==> src/rtl/device_bridge_pkg.sv <==
// Shared types and widths for the simulation device-helper bridge.
package device_bridge_pkg;

    localparam int DEV_DATA_W = 32;
    localparam int IN_DATA_W  = 64;
    localparam int DEV_MASK_W = 4;

    typedef enum logic [2:0] {
        IDLE     = 3'd0,
        ISSUE_LO = 3'd1,
        CAPT_LO  = 3'd2,
        ISSUE_HI = 3'd3,
        CAPT_HI  = 3'd4,
        RESP     = 3'd5
    } dev_bridge_state_e;

endpackage

==> src/rtl/device_req_bridge.sv <==
// Splits one 64-bit uncached MMIO request into up to two 32-bit device
// transactions and returns a single 64-bit response.
module device_req_bridge
    import device_bridge_pkg::*;
#(
    parameter logic [31:0] BASE = 32'h4000_0000,
    parameter logic [31:0] SIZE = 32'h1000_0000
) (
    input  logic                  clk,
    input  logic                  rst_n,
    input  logic                  in_valid,
    output logic                  in_ready,
    input  logic                  in_wen,
    input  logic [31:0]           in_addr,
    input  logic [IN_DATA_W-1:0]  in_wdata,
    input  logic [7:0]            in_mask,
    output logic                  out_valid,
    input  logic                  out_ready,
    output logic [IN_DATA_W-1:0]  out_rdata,
    output logic                  out_err,
    output logic                  dev_req_valid,
    output logic                  dev_req_wen,
    output logic [31:0]           dev_req_addr,
    output logic [DEV_DATA_W-1:0] dev_req_wdata,
    output logic [DEV_MASK_W-1:0] dev_req_wmask,
    input  logic [DEV_DATA_W-1:0] dev_resp_rdata
);

    dev_bridge_state_e     state_q, state_d;
    logic                  wen_q, wen_d;
    logic [31:0]           addr_q, addr_d;
    logic [IN_DATA_W-1:0]  wdata_q, wdata_d;
    logic [7:0]            mask_q, mask_d;
    logic [IN_DATA_W-1:0]  rdata_q, rdata_d;
    logic                  err_q, err_d;
    logic                  dvld_q, dvld_d;
    logic                  dwen_q, dwen_d;
    logic [31:0]           daddr_q, daddr_d;
    logic [DEV_DATA_W-1:0] dwdata_q, dwdata_d;
    logic [DEV_MASK_W-1:0] dmask_q, dmask_d;

    logic [31:0] req_addr;
    logic        in_range;
    logic        unused_addr_lsbs;

    assign req_addr         = {in_addr[31:3], 3'b000};
    // Unsigned wrap makes addresses below BASE look huge, so one compare covers both ends.
    assign in_range         = (req_addr - BASE) < SIZE;
    assign unused_addr_lsbs = ^in_addr[2:0];

    always_comb begin
        state_d  = state_q;
        wen_d    = wen_q;
        addr_d   = addr_q;
        wdata_d  = wdata_q;
        mask_d   = mask_q;
        rdata_d  = rdata_q;
        err_d    = err_q;
        dvld_d   = 1'b0;
        dwen_d   = dwen_q;
        daddr_d  = daddr_q;
        dwdata_d = dwdata_q;
        dmask_d  = dmask_q;
        unique case (state_q)
            IDLE: begin
                if (in_valid) begin
                    wen_d   = in_wen;
                    addr_d  = req_addr;
                    wdata_d = in_wdata;
                    mask_d  = in_mask;
                    rdata_d = '0;
                    err_d   = !in_range;
                    if (in_range && (in_mask[3:0] != 4'h0)) begin
                        state_d  = ISSUE_LO;
                        dvld_d   = 1'b1;
                        dwen_d   = in_wen;
                        daddr_d  = req_addr;
                        dwdata_d = in_wdata[31:0];
                        dmask_d  = in_mask[3:0];
                    end else if (in_range && (in_mask[7:4] != 4'h0)) begin
                        state_d  = ISSUE_HI;
                        dvld_d   = 1'b1;
                        dwen_d   = in_wen;
                        daddr_d  = req_addr + 32'd4;
                        dwdata_d = in_wdata[63:32];
                        dmask_d  = in_mask[7:4];
                    end else begin
                        state_d = RESP;
                    end
                end
            end
            ISSUE_LO: state_d = CAPT_LO;
            ISSUE_HI: state_d = CAPT_HI;
            CAPT_LO: begin
                // Write responses are sampled but discarded so out_rdata stays zero.
                rdata_d[31:0] = wen_q ? '0 : dev_resp_rdata;
                if (mask_q[7:4] != 4'h0) begin
                    state_d  = ISSUE_HI;
                    dvld_d   = 1'b1;
                    dwen_d   = wen_q;
                    daddr_d  = addr_q + 32'd4;
                    dwdata_d = wdata_q[63:32];
                    dmask_d  = mask_q[7:4];
                end else begin
                    state_d = RESP;
                end
            end
            CAPT_HI: begin
                rdata_d[63:32] = wen_q ? '0 : dev_resp_rdata;
                state_d        = RESP;
            end
            RESP: begin
                if (out_ready) state_d = IDLE;
            end
            default: state_d = IDLE;
        endcase
    end

    always_ff @(posedge clk) begin
        if (!rst_n) begin
            state_q  <= IDLE;
            wen_q    <= 1'b0;
            addr_q   <= '0;
            wdata_q  <= '0;
            mask_q   <= '0;
            rdata_q  <= '0;
            err_q    <= 1'b0;
            dvld_q   <= 1'b0;
            dwen_q   <= 1'b0;
            daddr_q  <= '0;
            dwdata_q <= '0;
            dmask_q  <= '0;
        end else begin
            state_q  <= state_d;
            wen_q    <= wen_d;
            addr_q   <= addr_d;
            wdata_q  <= wdata_d;
            mask_q   <= mask_d;
            rdata_q  <= rdata_d;
            err_q    <= err_d;
            dvld_q   <= dvld_d;
            dwen_q   <= dwen_d;
            daddr_q  <= daddr_d;
            dwdata_q <= dwdata_d;
            dmask_q  <= dmask_d;
        end
    end

    assign in_ready      = rst_n && (state_q == IDLE);
    assign out_valid     = (state_q == RESP);
    assign out_rdata     = rdata_q;
    assign out_err       = err_q;
    assign dev_req_valid = dvld_q;
    assign dev_req_wen   = dwen_q;
    assign dev_req_addr  = daddr_q;
    assign dev_req_wdata = dwdata_q;
    assign dev_req_wmask = dmask_q;

endmodule

==> config.mk <==
export PLATFORM = sky130hd
export DESIGN_NAME = device_req_bridge
export DESIGN_NICKNAME = d
export VERILOG_FILES = /design/src/rtl/device_bridge_pkg.sv /design/src/rtl/device_req_bridge.sv
export SDC_FILE = /design/constraint.sdc
export NUM_CORES = 1
export LEC_CHECK = 0
export ABC_CLOCK_PERIOD_IN_PS = 1900
export BUFFER_PORTS_ARGS = -buffer_cell sky130_fd_sc_hd__buf_2
export CORE_AREA = 2 2 160 162
export DETAILED_ROUTE_END_ITERATION = 8
export DIE_AREA = 0 0 162 164
export PLACE_DENSITY = 0.57
export SLEW_MARGIN = 20
export SYNTH_ARGS = -nofsm -noshare
export SYNTH_HDL_FRONTEND = slang
export SYNTH_SLANG_ARGS = --single-unit
==> constraint.sdc <==
create_clock -name clk -period 1.9 [get_ports clk]
set_input_delay 0.19 -clock clk [delete_from_list [all_inputs] [get_ports clk]]
set_output_delay 0.19 -clock clk [all_outputs]
set_load 0.005 [all_outputs]
* Yosys cells after proc, flatten, opt, wreduce, memory -nomap -nowiden
Index checks and enable logic that the tools add are counted.
** Storage, ports and cells
- Flip-flop bits (word level) :: 240
- Input port bits :: 141
- Output and inout port bits :: 137
- Word-level logic and storage cells :: 76
** Operators by class
- Add/subtract/negate cells :: 3
- Order comparisons :: 1
- Equal/unequal tests :: 9
- Muxes and demuxes :: 35
- Reductions and logical operators :: 15
** Operators by type and width (number)
- two-way mux 32 bit :: 9
- case mux 32 bit (2 select lines) :: 4
- adder 32 x 3 -> 32 bit (second input constant) :: 2
- two-way mux 64 bit :: 1
- < comparator 32 x 29 -> 1 bit (second input constant) :: 1
- subtractor 32 x 31 -> 32 bit (second input constant) :: 1
- case mux 3 bit (6 select lines) :: 1
- two-way mux 4 bit :: 4
- two-way mux 3 bit :: 5
- nonzero test 4 bit :: 3
- two-way mux 1 bit :: 8
- case mux 4 bit (2 select lines) :: 1
- AND reduction 2 bit :: 4
- equality test 3 x 2 -> 1 bit (second input constant) :: 2
- equality test 3 bit (second input constant) :: 2
- inequality test 2 bit (second input constant) :: 2
- case mux 1 bit (2 select lines) :: 2
- AND reduction 4 bit :: 1
- nonzero test 2 bit :: 2
- equality test 3 x 1 -> 1 bit (second input constant) :: 1
- logical AND 1 bit :: 3
- zero test 3 bit :: 1
- inequality test 3 bit (second input constant) :: 1
- inequality test 2 x 1 -> 1 bit (second input constant) :: 1
- zero test 1 bit :: 1

* Logic depth before layout (Yosys ltp)
- Word-level depth :: 7
- Gate-level depth with buffers :: 9
- Mapped depth without buffers :: 4

* Worst setup path before layout
No wires, ideal clock.
- Path type :: register to register
- From :: register state_q[2]
- To :: register dwdata_q[1], in the netlist dev_req_wdata[1]
- Library setup time :: 126 ps
- Arrival :: 1814 ps
- Required time :: 1774 ps
- Slack :: -41 ps
- Stages on the path, launching flop included :: 10
- Path buffers :: 5
- Clock period less this slack :: 1941 ps
- Cells stage by stage :: dfxtp_1 -> buf_2 -> or3b_1 -> clkbuf_1 -> nor2_2 -> or2_1 -> buf_2 -> buf_6 -> buf_6 -> o22ai_2
** Between the ends
- Word-level cells in the longest chain between the ends :: 3
- Elaborated cells between the ends (all ways) :: 8
- Those cells by class :: eq/ne (4); mux (1); reduce/logical (3)
** RTL lines
- start, declared :: RTL line device_req_bridge.sv:29 : dev_bridge_state_e state_q, state_d;
- start signal, assigned :: RTL line device_req_bridge.sv:134 : state_q <= state_d;
- equality test 3 x 2 -> 1 bit / zero test 3 bit (equally long branches) :: RTL line device_req_bridge.sv:64 : unique case (state_q)
- inequality test 2 bit (no line) (tied with other cells)
- AND reduction 4 bit (no line)
- end signal, assigned :: RTL line device_req_bridge.sv:144 : dwdata_q <= dwdata_d;
- end, declared :: RTL line device_req_bridge.sv:39 : logic [DEV_DATA_W-1:0] dwdata_q, dwdata_d;
Several ways; a longest one is shown, not always the timed one.
A chain may end at the register's enable or synchronous reset.

* Worst setup path after layout
- From :: input port in_addr[29]
- To :: register daddr_q[28], in the netlist dev_req_addr[28]
** Between the ends
- Word-level cells in the longest chain between the ends :: 6
- Elaborated cells between the ends (all ways) :: 9
- Those cells by class :: add/sub (1); order compare (1); eq/ne (1); mux (3); reduce/logical (3)
** RTL lines
- start, declared :: RTL line device_req_bridge.sv:14 : input logic [31:0] in_addr,
- subtractor 32 x 31 -> 32 bit * :: RTL line device_req_bridge.sv:48 : assign in_range = (req_addr - BASE) < SIZE;
- < comparator 32 x 29 -> 1 bit * :: RTL line device_req_bridge.sv:48
- logical AND 1 bit :: RTL line device_req_bridge.sv:73 : if (in_range && (in_mask[3:0] != 4'h0)) begin
- two-way mux 32 bit :: RTL line device_req_bridge.sv:73
- two-way mux 32 bit :: RTL line device_req_bridge.sv:66 : if (in_valid) begin
- case mux 32 bit (2 select lines) :: RTL line device_req_bridge.sv:64
- end signal, assigned :: RTL line device_req_bridge.sv:143 : daddr_q <= daddr_d;
- end, declared :: RTL line device_req_bridge.sv:38 : logic [31:0] daddr_q, daddr_d;
Every way passes the cells marked *; elsewhere a longest branch is shown, timed or not. The select of a mux whose other input is x is not followed.

==> flow_metrics.env <==
export IMPL_ys_warn_count=0
export IMPL_holdPathEnd="mask_q[5]"
export IMPL_io_buffers=272
export IMPL_clockPowerShare=0.407
export IMPL_fmax_mhz=539
export IMPL_period_minus_slack_ps=1860
export IMPL_async_reset_ff_frac=0
export IMPL_skew_ps=14.9
export IMPL_io_pins=278
export IMPL_clock_root_buffer="clkbuf_16"
export IMPL_rrSetupSlack_ps=100
export IMPL_hold_violations=0
export IMPL_period_share=0.977
export IMPL_clk_latency_ps=520
export IMPL_crit_start="in_addr[29]"
export IMPL_stdcell_area_sq_um=12100
export IMPL_dp_slack_ps=-76.8
export IMPL_grt_ovfl_total=0
export IMPL_ys_flop_type="dfxtp_1"
export IMPL_dp_cells=1551
export IMPL_synth_edf_count=0
export IMPL_grt_pass1_vias=8400
export IMPL_rsz0062_at_grt="no"
export IMPL_irDropWorstVdd_uv=587
export IMPL_r2r_cells=7
export IMPL_pwr_share_comb=0.174
export IMPL_avgSynthCellArea_sq_um=8.56
export IMPL_worstPathArrival_ps=2240
export IMPL_vias_per_cell=5.16
export IMPL_timing_final_ws_setup_ps=44.6
export IMPL_power_total_mw=11.1
export IMPL_grt_max_degree=67
export IMPL_cts_max_level=1
export IMPL_cp_end_kind="flop"
export IMPL_p_int_mw=8.05
export IMPL_cts_tree="done"
export IMPL_clkSlewWorstSetupHoldPaths_ps=60
export IMPL_routabilityCongestion=0.801
export IMPL_relSlewSlack=0.641
export IMPL_whs_path_depth=4
export IMPL_core_sq_um=24800
export IMPL_drv_slew=0
export IMPL_status="completed"
export IMPL_swShare=0.277
export IMPL_p_leak_nw=5.17
export IMPL_die_w_um=162
export IMPL_num_rows=58
export IMPL_track_usage=0.208
export IMPL_wirelength_mm=29.0
export IMPL_fp_dieH_um=164
export IMPL_vias=8615
export IMPL_hp_start="in_mask[5]"
export IMPL_start_util=0.347
export IMPL_cts_path_max_buffers=3
export IMPL_area_growth_pct=40.4
export IMPL_synth_distinct_cells=41
export IMPL_power_density_nw_per_um2=920
export IMPL_cts_sinks=202
export IMPL_min_path_type="in2reg"
export IMPL_netlist_instances=1007
export IMPL_syn_cell_area_sq_um=8620
export IMPL_drc=0
export IMPL_cts_buffers=24
export IMPL_crit_required_ps=2280
export IMPL_worstSetupPathType="in2reg"
export IMPL_reg2reg_from="state_q[1]"
export IMPL_reg2reg_to="dev_req_addr[28]"
export IMPL_antenna_found_initial=6
export IMPL_grt_pass1_wl_mm=45.3
export IMPL_firstDrtPassIters=8
export IMPL_fill_cells=2413
export IMPL_pwr_share_seq=0.419
export IMPL_drt_initial_drc_count=646
export IMPL_critPathMaxFanout=24
export IMPL_synth_seq_area_share=0.469
export IMPL_die_area_sq_um=26600
export IMPL_drive_above_1_share=0.323
export IMPL_wire_per_inst_um=17.3
export IMPL_drv_cap=0
export IMPL_netSwitchingPower_mw=3.08
export IMPL_nets=1459
export IMPL_setup_viol=0
export IMPL_ys_ff_latch=202
export IMPL_fin_cells=1670
export IMPL_dpl_hpwl_mm=17.9
export IMPL_crit_path_start_kind="input port"
export IMPL_ant_nets=0
export IMPL_max_slew_worst_pin_slew_ps=538
export IMPL_placed_area_sq_um=10500
==> Yosys cell counts, types with 30 or more instances <==
library cell	number	share of area
a211oi_1	32	0.028
a21oi_1	69	0.040
nor3_1	31	0.018
nor2_1	75	0.033
a22oi_1	64	0.056
dfxtp_1	202	0.47
nor2b_1	32	0.023
and3_1	33	0.024
o22ai_2	30	0.044
clkbuf_1	84	0.037
nand2_1	232	0.10
o221ai_1	32	0.033
==> per-layer routing <==
layer / up-vias / GRT usage / share of wire
met2: 277 / 0.344 / 0.46
met5: - / 0 / 0.00083
met4: 4 / 0.0559 / 0.022
li1: 4218 / - / -
met3: 50 / 0.0563 / 0.078
met1: 4066 / 0.270 / 0.44
==> sequential cells by signal (all words and copies together) (netlist names) <==
signal	count
addr_q	29
dev_req_addr	30
dev_req_valid	1
dev_req_wdata	32
dev_req_wen	1
dev_req_wmask	4
mask_q	4
out_err	1
out_rdata	64
state_q	3
wdata_q	32
wen_q	1
==> metrics by stage <==
step / utilization / TNS (ps) / hold slack (ps)
after CTS: 0.480 / 0 / 28.2
after detailed placement: 0.422 / -2230 / 447
after global placement: 0.422 / -1080 / 442
after global routing: 0.488 / 0 / 53.4
final: 0.488 / 0 / 47.2
after floorplan: - / 0 / 326
==> kinds of logic after synthesis <==
group           Yosys count  share of synthesized area
simple gates            417                      0.213
other cells               1                   0.000435
flops                   202                      0.469
compound gates          277                      0.262
buf+inv                 110                     0.0560
==> worst max-delay path, stage by stage <==
cell and delay (ps):
dlygate4sd3_1 530, buf_2 160, nor4b_4 330, buf_4 170
o211a_4 170, buf_12 120, or2_4 200, buf_12 220
a311oi_2 120
==> worst max-delay path by stage <==
| stage | end | slack (ps) |
|---|---|---|
| global route | dev_req_wdata[7] | 0.6 |
| detailed placement | dev_req_addr[7] | -80 |
| finish | dev_req_addr[28] | 40 |
| floorplan | dev_req_wdata[1] | 20 |
| global placement | dev_req_addr[11] | -50 |
| CTS | dev_req_wmask[3] | 20 |
==> cells in the final DEF, fill, tap and decap left out, types with 5 or more instances in the layout <==
master         Yosys  final
a211oi_1          32     27
a211oi_2           0      5
a21oi_1           69     69
a22oi_1           64     64
a311oi_1          10     10
a311oi_2          20     20
and3_1            33     33
buf_12             0     13
buf_2             11    272
buf_4              3     34
clkbuf_1          84      6
clkbuf_16          0     27
clkbuf_8           0      8
dfxtp_1          202    202
dlygate4sd3_1      0     65
nand2_1          232    231
nor2_1            75     73
nor2b_1           32     32
nor3_1            31     31
o21ai_0            5      5
o221ai_1          32     32
o22ai_2           30     30
==> repair_timing <==
| action | in CTS | in global routing |
|---|---|---|
| gates resized for setup | 1 | 18 |
| pin swaps | 0 | 4 |
| setup endpoints to repair | 42 | 83 |
| hold endpoints to repair | 95 | 0 |
| hold buffers | 65 | 0 |
| gates cloned | 0 | 2 |
| setup buffers | 0 | 4 |
==> power by group through the flow <==
stage / clock network [mW] / logic (mW) / registers [mW]
after global placement: 0 / 1.79 / 4.75
after CTS: 4.64 / 1.91 / 4.66
after floorplan: 0 / 1.04 / 4.74
after detailed placement: 0 / 1.80 / 4.75
after global routing: 4.81 / 2.13 / 4.70
final: 4.53 / 1.94 / 4.67
==> final cells by class <==
| class | count | area [sq um] | share of cell area |
|---|---|---|---|
| antenna | 4 | 10.0 | 0.000827 |
| clock inverter | 5 | 27.5 | 0.00227 |
| tap | 330 | 413 | 0.0341 |
| sequential | 202 | 4040 | 0.334 |
| inverter | 3 | 16.3 | 0.00134 |
| clock buffer | 39 | 758 | 0.0626 |
| multi-input combinational | 696 | 4180 | 0.345 |
| timing repair buffer | 391 | 2660 | 0.220 |
No activity file was read; power rests on OpenSTA's default activity.
